[src/rtl/sccb_init_sequencer.sv]
// Camera init sequencer: walks a {sub_addr, data} register table and drives CoreSCCB
// writes, with optional read-back verify, inline millisecond delays and a done timeout.
module sccb_init_sequencer #(
    parameter int         TBL_AW      = 6,
    parameter logic [6:0] DEV_ADDR    = 7'h21,
    parameter int         CYC_PER_MS  = 50000,
    parameter int         TIMEOUT_CYC = 2000000
) (
    input  logic              clk,
    input  logic              resetn,
    input  logic              go,
    input  logic              verify_en,
    output logic [TBL_AW-1:0] tbl_addr,
    input  logic [15:0]       tbl_data,
    output logic              sccb_start,
    output logic              sccb_rw,
    output logic [6:0]        sccb_ip_addr,
    output logic [7:0]        sccb_sub_addr,
    output logic [7:0]        sccb_data_in,
    input  logic [7:0]        sccb_data_out,
    input  logic              sccb_done,
    output logic              busy,
    output logic              seq_done,
    output logic              error,
    output logic [7:0]        err_count,
    output logic              timeout,
    output logic [TBL_AW-1:0] cur_index
);

    localparam int DLY_W = $clog2(255 * CYC_PER_MS + 1);
    localparam int TO_W  = $clog2(TIMEOUT_CYC + 1);
    localparam logic [TBL_AW-1:0] LAST_IDX = {TBL_AW{1'b1}};

    typedef enum logic [3:0] {
        S_IDLE, S_FETCH, S_DECODE, S_REQ, S_ACK, S_CHECK, S_DLY, S_NEXT, S_FINISH
    } state_t;

    state_t           state;
    logic             verify_q;
    logic [7:0]       rd_data;
    logic [DLY_W-1:0] dly_cnt;
    logic [TO_W-1:0]  to_cnt;
    logic             done_p0, done_p1;

    function automatic logic [7:0] sat_inc8(input logic [7:0] v);
        return (v == 8'hFF) ? v : v + 8'd1;
    endfunction

    assign sccb_ip_addr = DEV_ADDR;

    // Stage p0/p1: two-flop synchroniser for the asynchronous CoreSCCB done
    always_ff @(posedge clk) begin
        if (!resetn) begin
            done_p0 <= 1'b0;
            done_p1 <= 1'b0;
        end else begin
            done_p0 <= sccb_done;
            done_p1 <= done_p0;
        end
    end

    always_ff @(posedge clk) begin
        if (!resetn) begin
            state         <= S_IDLE;
            cur_index     <= '0;
            tbl_addr      <= '0;
            sccb_start    <= 1'b0;
            sccb_rw       <= 1'b0;
            sccb_sub_addr <= 8'h00;
            sccb_data_in  <= 8'h00;
            busy          <= 1'b0;
            seq_done      <= 1'b0;
            error         <= 1'b0;
            err_count     <= 8'h00;
            timeout       <= 1'b0;
            verify_q      <= 1'b0;
        end else begin
            seq_done <= 1'b0;
            case (state)
                S_IDLE: begin
                    if (go) begin
                        error     <= 1'b0;
                        err_count <= 8'h00;
                        timeout   <= 1'b0;
                        cur_index <= '0;
                        tbl_addr  <= '0;
                        verify_q  <= verify_en;
                        busy      <= 1'b1;
                        state     <= S_FETCH;
                    end
                end
                S_FETCH: begin
                    tbl_addr <= cur_index;
                    state    <= S_DECODE;
                end
                S_DECODE: begin
                    if (tbl_data == 16'hFFFF) begin
                        state <= S_FINISH;
                    end else if (tbl_data[15:8] == 8'hFE) begin
                        dly_cnt <= DLY_W'(tbl_data[7:0]) * DLY_W'(CYC_PER_MS);
                        state   <= S_DLY;
                    end else begin
                        sccb_sub_addr <= tbl_data[15:8];
                        sccb_data_in  <= tbl_data[7:0];
                        sccb_rw       <= 1'b0;
                        to_cnt        <= '0;
                        state         <= S_REQ;
                    end
                end
                // start rises one cycle after the transaction fields settle
                S_REQ: begin
                    if (done_p1) begin
                        sccb_start <= 1'b0;
                        if (sccb_rw) rd_data <= sccb_data_out;
                        to_cnt <= '0;
                        state  <= S_ACK;
                    end else if (to_cnt == TO_W'(TIMEOUT_CYC)) begin
                        sccb_start <= 1'b0;
                        error      <= 1'b1;
                        timeout    <= 1'b1;
                        busy       <= 1'b0;
                        seq_done   <= 1'b1;
                        state      <= S_IDLE;
                    end else begin
                        sccb_start <= 1'b1;
                        to_cnt     <= to_cnt + 1'b1;
                    end
                end
                S_ACK: begin
                    if (!done_p1) begin
                        if (sccb_rw) begin
                            state <= S_CHECK;
                        end else if (verify_q) begin
                            sccb_rw <= 1'b1;
                            to_cnt  <= '0;
                            state   <= S_REQ;
                        end else begin
                            state <= S_NEXT;
                        end
                    end else if (to_cnt == TO_W'(TIMEOUT_CYC)) begin
                        error    <= 1'b1;
                        timeout  <= 1'b1;
                        busy     <= 1'b0;
                        seq_done <= 1'b1;
                        state    <= S_IDLE;
                    end else begin
                        to_cnt <= to_cnt + 1'b1;
                    end
                end
                S_CHECK: begin
                    if (rd_data != sccb_data_in) begin
                        err_count <= sat_inc8(err_count);
                        error     <= 1'b1;
                    end
                    state <= S_NEXT;
                end
                S_DLY: begin
                    if (dly_cnt == '0) state <= S_NEXT;
                    else dly_cnt <= dly_cnt - 1'b1;
                end
                // the last table slot ends the run rather than wrapping to entry 0
                S_NEXT: begin
                    if (cur_index == LAST_IDX) begin
                        state <= S_FINISH;
                    end else begin
                        cur_index <= cur_index + 1'b1;
                        tbl_addr  <= cur_index + 1'b1;
                        state     <= S_FETCH;
                    end
                end
                S_FINISH: begin
                    seq_done <= 1'b1;
                    busy     <= 1'b0;
                    state    <= S_IDLE;
                end
                default: state <= S_IDLE;
            endcase
        end
    end

endmodule

[config.mk]
export PLATFORM = sky130hd
export DESIGN_NAME = sccb_init_sequencer
export DESIGN_NICKNAME = d
export VERILOG_FILES = /design/src/rtl/sccb_init_sequencer.sv
export SDC_FILE = /design/constraint.sdc
export NUM_CORES = 1
export LEC_CHECK = 0
export ABC_AREA = 1
export CAP_MARGIN = 15
export CORE_MARGIN = 2
export CORE_UTILIZATION = 38
export DETAILED_ROUTE_END_ITERATION = 16
export SYNTH_ARGS = -nofsm -noshare
export SYNTH_HDL_FRONTEND = slang
export SYNTH_SLANG_ARGS = --single-unit
[constraint.sdc]
create_clock -name clk -period 3.5 [get_ports clk]
set_input_delay 0.35 -clock clk [delete_from_list [all_inputs] [get_ports clk]]
set_output_delay 0.35 -clock clk [all_outputs]
set_load 0.005 [all_outputs]
Word level (Yosys, flattened, before mapping)
Cells that the tools add are included.
Word-level totals
  register bits: 102
  bits of input ports: 29
Cells by class
  add/sub/neg operators: 4
  multipliers: 1
  equal/unequal tests: 28
  mux-type cells: 58
  bitwise logic cells: 2
  reduce and logical (&&, ||, !) cells: 24
Operators with widths (number)
  21-bit 2-to-1 mux: 7
  24-bit 2-to-1 mux: 3
  21-bit one-hot mux with 3 select lines: 1
  24-bit one-hot mux with 2 select lines: 1
  4-bit one-hot mux with 8 select lines: 1
  4-bit 2-to-1 mux: 7
  24-bit logical NOT: 1
  8-bit 2-to-1 mux: 3
  2-bit inequality test (second input constant): 12
  24-bit by 1-bit subtractor with 24-bit output (second input constant): 1
  1-bit 2-to-1 mux: 22
  21-bit by 1-bit adder with 21-bit output (second input constant): 1
  21-bit equality test (second input constant): 1
  8-bit by 12-bit multiplier with 20-bit output (second input constant): 1
  4-bit AND reduction: 5
  6-bit one-hot mux with 3 select lines: 1
  16-bit equality test (second input constant): 1
  4-bit by 3-bit equality test with 1-bit output (second input constant): 4
  8-bit equality test (second input constant): 2
  8-bit one-hot mux with 2 select lines: 1
  6-bit 2-to-1 mux: 2
  6-bit one-hot mux with 2 select lines: 1
  5-bit AND reduction: 2
  3-bit 2-to-1 mux: 3
  other kinds (19): 33

Depth between registers and ports, before layout
Gate-level depths: netlist (run 1).
  word-level depth: 4
  mapped depth: 17

Least setup slack after synthesis (run 1)
OpenSTA, ideal clock, no wires.
  kind: input port to flip-flop
  start: input port tbl_data[2]
  end: register dly_cnt[23], data pin
  arrival time: 2949 ps
  setup slack: 295 ps
  stages: 15
  path buffers: 0
  cells stage by stage: ha_1 > ha_1 > inv_1 > fa_1 > inv_1 > fa_1 > ha_1 > a21oi_1 > nand2_1 > nand3_1 > nand2_1 > nand2_1 > nand3_1 > nand3_1 > nand2_1
On the way
  cells in the longest elaborated chain, start to end: 4
RTL lines
  from (decl): RTL line 14  | input logic [15:0] tbl_data,
  8-bit by 12-bit multiplier with 20-bit output: RTL line 100  | dly_cnt <= DLY_W'(tbl_data[7:0]) * DLY_W'(CYC_PER_MS);
  24-bit 2-to-1 mux: RTL line 99  | end else if (tbl_data[15:8] == 8'hFE) begin
  24-bit 2-to-1 mux: RTL line 97  | if (tbl_data == 16'hFFFF) begin
  24-bit one-hot mux with 2 select lines: RTL line 79  | case (state)
  to (signal assigned): RTL line 100
  to (signal assigned): RTL line 159  | else dly_cnt <= dly_cnt - 1'b1;
  to (decl): RTL line 41  | logic [DLY_W-1:0] dly_cnt;
No other way between the ends. The select of a mux whose other input is x is not followed.
A chain may end at the register's enable or synchronous reset.

Worst setup path after layout (run 1)
  start: input port tbl_data[6]
  end: register dly_cnt[18], data pin
The elaborated chain is that of the path after synthesis.

==> Flow_metrics.wiki, run 1 <==
{| class="wikitable"
! Metric !! Value
|-
| Status || completed
|-
| Max-slew violations || 0
|-
| Site row count || 50
|-
| Worst flop-to-flop path startpoint || state[2]
|-
| CP Cell Sequence || clkdlybuf4s50_1 > buf_4 > ha_1 > ha_1 > fa_1 > ha_1 > ha_4 > nand2_1 > nor2_1 > nand2_1 > nand2_1 > nand2_1 > nand2_1 > nand2_1 > nand3_1 > nand2_1
|-
| Via-per-instance ratio || 4.845
|-
| Post-CTS clock slew at the launch and capture registers of the worst setup and hold paths || 70 ps
|-
| IR Drop Worst-Case VDD || 0.0002739 V
|-
| Area of the core || 0.01852 mm2
|-
| Area growth from synthesis to final layout || 23.73%
|-
| Vias in the first global route || 6090
|-
| Number of remaining DRC errors || 0
|-
| Die Width || 140.8 um
|-
| Grt ovf || 0
|-
| Antenna fix cells || 0
|-
| Max Root-Sink Buffers || 2
|-
| Worst-Margin Slew || 548.6 ps
|-
| Number of buffers inserted during clock tree synthesis || 9
|-
| Number of endpoints failing setup at the final stage || 0
|-
| Reported leakage power || 3.775 nW
|-
| Required time of the critical path || 3610 ps
|-
| Full die area || 0.01983 mm2
|-
| Sequential cell area || 0.002572 mm2
|-
| Half-perimeter wire length after detailed placement || 13420 um
|-
| Final worst path period need || 3319 ps
|-
| Nets || 1166
|-
| Detailed Routing Iterations Pass 1 || 5
|-
| Cell chosen for the clock root || clkbuf_16
|-
| 1st-iter DRT viols || 319
|-
| Critical Path Source Type || input port
|-
| Final cycle utilization of the critical path || 94.83%
|-
| Biggest cell delay along the critical path || 470 ps
|-
| Pin count of the biggest net entering global routing || 27
|-
| Top library cells by usage in the layout, fill and taps aside || 231 x nand2_1, 119 x nor2_1, 101 x inv_1, 80 x nand3_1, 67 x clkdlybuf4s50_1
|-
| Leading cell type in the layout, fill and taps excluded || nand2_1
|-
| Fin Clk Skew || 9.843 ps
|-
| Post-DR wirelength/cell || 13.36 um
|-
| Cell types with the largest area share after synthesis || edfxtp_1 22%, dfxtp_1 14%, nand2_1 12%
|-
| Total negative slack for setup checks || 0 ps
|-
| Total via count after detailed routing || 6318
|-
| Number of buffers added on ports || 70
|-
| Post-synthesis cell type count || 39
|-
| Clock sink count || 102
|-
| Most frequent cell on the critical path || nand2_1
|-
| Critical path's slowest cell || fa_1
|-
| Top cell type by total area after synthesis || edfxtp_1
|-
| Routed Wire Length || 17430 um
|-
| Area share of the largest cell type after synthesis || 22.37%
|-
| Beginning of the worst hold path || done_p0
|-
| Sequential cell area fraction in the yosys report || 36.17%
|-
| Netlist Area Pre-Place || 0.007113 mm2
|-
| Initial antenna violation count || 0
|-
| Synth Warn # || 0
|-
| Kind of critical path || in2reg
|-
| Hold Path Class || reg2reg
|-
| Signal arrival time at the worst endpoint || 3420 ps
|-
| Worst Setup End Kind || flop
|-
| Power per cell area || 479.2 mW/mm2
|-
| Die height || 140.8 um
|-
| Relative slew slack || 63.34%
|-
| Register bit total from synthesis || 102
|-
| Post-layout instance area || 0.008801 mm2
|-
| Post-route non-filler standard cell count || 1304
|-
| Share of cells above drive strength 1 || 10.75%
|-
| Largest fanout of any net on the critical path || 4
|-
| Htree depth || 3
|-
| Number of max-cap violations || 0
|-
| Max Fclk || 301.3 MHz
|-
| Starting Density || 38.41%
|-
| Number of filler cells placed in the layout || 1861
|-
| Post-synthesis instance total || 951
|-
| Average footprint of a synthesized cell || 7.480 um2
|-
| Area occupied by multi-input gates || 0.004143 mm2
|-
| Post-detailed-route count of antenna-violating nets || 0
|-
| Wire length of the first global-routing pass || 29380 um
|-
| Clock latency on the worst-skew pair || 360 ps
|-
| Boundary Pins || 78
|-
| Worst Setup SP || tbl_data[6]
|-
| Overall routing resource usage || 18.23%
|-
| DP Cell Count || 1288
|-
| CTS tree || built
|-
| Count of final hold-check violations || 0
|-
| Dpl cell area || 0.008392 mm2
|-
| Global placement routability congestion || 0.8487
|}
path summary, 6_finish.rpt:
kind                  to  slack [ps]  depth (start not counted)
min              done_p1         450                          2
min reg2reg      done_p1         450                          2
max          dly_cnt[18]         180                         16
max reg2reg   dly_cnt[1]        1260                          8
synth_stat cells, drive strengths merged:
library cell / count
nand2: 240
conb: 2
nand3: 81
nor3: 13
o21ai: 42
clkbuf: 8
a31oi: 3
ha: 60
o21bai: 3
dfxtp: 49
clkinv: 1
a21o: 1
nand3b: 2
or2: 3
o21a: 3
edfxtp: 53
buf: 14
nor3b: 2
nor4: 1
a31o: 1
a21oi: 72
inv: 111
nor2: 126
xor2: 13
and2: 1
fa: 12
nand4: 16
xnor2: 18
power breakdown:
| group | switching, W | internal (W) |
|---|---|---|
| Combinational | 0.000916 | 0.000776 |
| Sequential | 0.000105 | 0.00142 |
| Clock | 0.000496 | 0.000501 |
critical path: cells and delay by family:
| family | cells | cell delay, ps |
|---|---|---|
| adder cells (fa/ha/maj) | 5 | 1740 |
| AND/OR/NAND/NOR | 9 | 730 |
| buffers and inverters | 2 | 580 |
cell type report:
cell class / count / share of cell area, %
Multi-Input combinational cell: 720 / 47.07
Sequential cell: 102 / 29.23
Timing Repair Buffer: 120 / 12.31
Inverter: 112 / 4.777
Tap cell: 234 / 3.327
Clock buffer: 9 / 2.559
Clock inverter: 7 / 0.7250
flip-flops by register name, summed over array words and instances, names as in the netlist, 4 cells and up:
name and flops:
cur_index 6, dly_cnt 24, err_count 8, rd_data 8
sccb_data_in 8, sccb_sub_addr 8, state 4, tbl_addr 6
to_cnt 21
timing repair:
item	4_1_cts	5_1_grt
hold buffers	0	0
pin swaps	1	2
resized for setup	0	20
setup endpoints to repair	1	13
setup buffers	0	0
metrics by stage:
stage	total power [W]	utilization [%]	worst slack (ps)	hold slack, ps
2_1_floorplan	0.002526	-	295.0	390.5
3_3_place_gp	0.003148	45.32	-356.1	397.4
3_5_place_dp	0.003157	45.32	-373.1	416.6
4_1_cts	0.004182	46.88	9.657	449.2
5_1_grt	0.004545	47.53	-10.96	473.3
6_report	0.004218	47.53	180.9	447.0
logic make-up (layout without fill, tap and decap cells):
| logic type | Yosys count | in the layout | share of synthesized area, % |
|---|---|---|---|
| adder cells (fa/ha/maj) | 72 | 72 | 13.93 |
| AND/OR/NAND/NOR | 485 | 485 | 29.13 |
| AO/OA/AOI/OAI | 125 | 125 | 9.200 |
| flip-flops | 102 | 102 | 36.17 |
| XOR/XNOR | 31 | 31 | 3.817 |
| other | 2 | 7 | 0.1056 |
| buffers and inverters | 134 | 248 | 7.652 |
layer usage:
| metal | vias to the layer above | global-route usage, % | part of all wire, % | wire length [um] |
|---|---|---|---|---|
| met3 | 17 | 3.567 | 4.3 | 753 |
| met1 | 2864 | 24.75 | 48 | 8440 |
| li1 | 3340 | - | - | - |
| met5 | - | 0 | 0 | 0 |
| met4 | 0 | 5.789 | 1.6 | 276 |
| met2 | 97 | 29.42 | 46 | 7955 |
(Power assumes the default switching activity.)
==> run 2, diff against run 1 <==
Settings changed: CTS_CLUSTER_SIZE from default to 28.
==> results of run 2 <==
Final layout, timing and power as in run 1 (identical DEF).
==> run 3, diff against run 2 <==
Settings changed: CELL_PAD_IN_SITES_DETAIL_PLACEMENT from default to 1, CELL_PAD_IN_SITES_GLOBAL_PLACEMENT from default to 1, CORE_ASPECT_RATIO from default to 0.8, PLACE_DENSITY_LB_ADDON from default to 0.1.
==> run 3 against run 2 <==
  * Combinational power rose by 13%
  * Sequential share of layout area fell by 0.66 points
  * Hold slack got worse by 20 ps
  * Power rose by 6.7%
  * Flip-flop and latch count did not move
  * Register-to-register slack got worse by 50 ps
  * Critical path depth fell by 1
  * Sequential power barely moved
  * Global-route usage rose by 3.6 points
==> Flow_metrics.wiki, run 3 (synthesized netlist as in run 1, its figures left out) <==
{| class="wikitable"
! Metric !! Value
|-
| Status || completed
|-
| Antenna fix cells || 0
|-
| Max-slew violations || 0
|-
| CP delay by family, top || adder cells
|-
| Biggest cell delay along the critical path || 490 ps
|-
| Cell internal power dissipation || 0.002864 W
|-
| Clock share of power || 23.4%
|-
| Signal arrival time at the worst endpoint || 3450 ps
|-
| Clock latency on the worst-skew pair || 350 ps
|-
| End of the worst register-to-register path || dly_cnt[21]
|-
| Overall routing resource usage || 21.80%
|-
| Power share of the sequential group || 34.2%
|-
| Starting Density || 39.03%
|-
| Number of remaining DRC errors || 0
|-
| Hold Path Class || reg2reg
|-
| Relative slew slack || 63.52%
|-
| Leading cell type in the layout, fill and taps excluded || nand2_1
|-
| Number of buffers inserted during clock tree synthesis || 9
|-
| Die Width || 157.0 um
|-
| Number of cells on the worst hold path || 2
|-
| Worst-Margin Slew || 545.4 ps
|-
| Final Hold Slack || 426.9 ps
|-
| 1st-iter DRT viols || 317
|-
| Worst Setup End Kind || flop
|-
| Critical Path Source Type || input port
|-
| Post-layout instance area || 0.009005 mm2
|-
| Post-DR wirelength/cell || 15.65 um
|-
| Post-CTS clock slew at the launch and capture registers of the worst setup and hold paths || 70 ps
|-
| Required time of the critical path || 3610 ps
|-
| Reg2Reg Setup Slack || 1210 ps
|-
| Routed Wire Length || 20860 um
|-
| IR Drop Worst-Case VDD || 0.0002539 V
|-
| Kind of critical path || in2reg
|-
| Setup repair after global routing missed its margin || no
|-
| Portion of total power attributed to combinational logic || 42.5%
|-
| Vias in the first global route || 6855
|-
| Worst flop-to-flop path startpoint || state[2]
|-
| Via-per-instance ratio || 4.983
|-
| Beginning of the worst hold path || done_p0
|-
| Largest fanout of any net on the critical path || 4
|-
| Net load switching power || 0.001638 W
|-
| Area growth from synthesis to final layout || 26.60%
|-
| Boundary Pins || 78
|-
| Worst Reg-to-Reg Cells || 8
|-
| CP Cell Sequence || clkdlybuf4s50_1 > ha_1 > ha_1 > fa_1 > ha_1 > ha_4 > buf_4 > nand2_1 > inv_1 > nand3_1 > nand2_2 > buf_4 > xor2_1 > nand2_1 > nand2_1
|-
| Crit path buf inv count || 4
|-
| Top Registers || dly_cnt (24), to_cnt (21)
|-
| Htree depth || 3
|-
| Grt ovf || 0
|-
| Dpl cell area || 0.008462 mm2
|-
| Max Root-Sink Buffers || 2
|-
| Half-perimeter wire length after detailed placement || 16090 um
|-
| Power per cell area || 500.0 mW/mm2
|-
| Clock sink count || 102
|-
| Number of flip-flops under the largest register name || 24
|-
| Total via count after detailed routing || 6642
|-
| Number of buffers added on ports || 70
|-
| Die height || 126.4 um
|-
| Final worst path period need || 3335 ps
|-
| PnR Total Power || 0.004502 W
|-
| Wire length of the first global-routing pass || 34580 um
|-
| Number of endpoints failing setup at the final stage || 0
|-
| Switching Share || 36.39%
|-
| Worst Setup SP || tbl_data[5]
|-
| Share of cells above drive strength 1 || 12.87%
|-
| CTS tree || built
|-
| Reported leakage power || 3.828 nW
|-
| Area occupied by multi-input gates || 0.004237 mm2
|-
| Final cycle utilization of the critical path || 95.30%
|-
| Number of max-cap violations || 0
|-
| Fin Clk Skew || 11.71 ps
|-
| Sequential cell area || 0.002572 mm2
|-
| Critical path's slowest cell || fa_1
|-
| Detailed Routing Iterations Pass 1 || 4
|-
| Initial antenna violation count || 1
|-
| Full die area || 0.01984 mm2
|-
| Post-detailed-route count of antenna-violating nets || 0
|-
| Pin count of the biggest net entering global routing || 27
|-
| Count of final hold-check violations || 0
|-
| Max Fclk || 299.8 MHz
|-
| Cell chosen for the clock root || clkbuf_16
|-
| Area of the core || 0.01822 mm2
|-
| Most flop-heavy register || dly_cnt
|-
| Site row count || 44
|-
| Global placement routability congestion || 0.8009
|-
| Nets || 1176
|-
| End point of the most critical hold path || done_p1
|-
| Top library cells by usage in the layout, fill and taps aside || 224 x nand2_1, 118 x nor2_1, 100 x inv_1, 77 x nand3_1
|-
| Total negative slack for setup checks || 0 ps
|-
| Number of filler cells placed in the layout || 2247
|}
run 3: cell count changes in the layout (fill, tap and decap cells not counted), sizes merged:
cell	before	now
bufinv	0	1
clkinvlp	0	2
buf	50	60
clkbuf	9	11
clkinv	2	1
clkdlybuf4s50	67	66
dlymetal6s2s	3	4
inv	117	113
run 3: per-stage QoR:
stage               std cells  utilization, %  setup WS [ps]
global placement         1314           46.44         -384.0
finish                   1333           49.42          164.6
global route             1333           49.42          60.83
floorplan                 956               -          295.0
detailed placement       1314           46.44         -484.4
CTS                      1330           48.39          2.139
run 3: how the worst max path moves through the flow:
stage	end	slack, ps	depth (start not counted)
after floorplan	dly_cnt[23]	300	15
after global placement	dly_cnt[18]	-380	16
after detailed placement	dly_cnt[18]	-480	16
after CTS	dly_cnt[14]	2	15
after global routing	dly_cnt[20]	60	15
final	dly_cnt[15]	160	15
run 3: power by group through the flow:
stage               combinational [W]  sequential, W  clock (W)
finish                        0.00191        0.00154    0.00105
global route                  0.00215        0.00156    0.00112
CTS                           0.00176        0.00154    0.00108
detailed placement            0.00169        0.00156          0
global placement              0.00165        0.00156          0
floorplan                    0.000984        0.00154          0
run 3: routing by layer:
metal  GRT usage, %  wire length [um]
met1          32.42             11090
met2          32.59              8775
met3          4.851               788
met4          4.155               192
met5              0                13
run 3: repair_timing:
item,CTS,global route
setup buffers,0,3
hold buffers,0,0
setup endpoints to repair,8,13
resized for setup,6,33
pin swaps,0,10
gates cloned,0,0
run 3: cell type report:
class                   count  share of cell area, %
multi-input cells         720                  47.05
flip-flops and latches    102                  28.57
clock inverters             5                 0.7225
repair buffers            130                  12.89
inverters                 112                  4.669
clock buffers              11                  2.584
well taps                 253                  3.515
run 3: tightest hold or removal path, stage by stage, from the launching register on:
cell and delay (ps):
dfxtp_1 310, nand2_1 50, inv_1 40
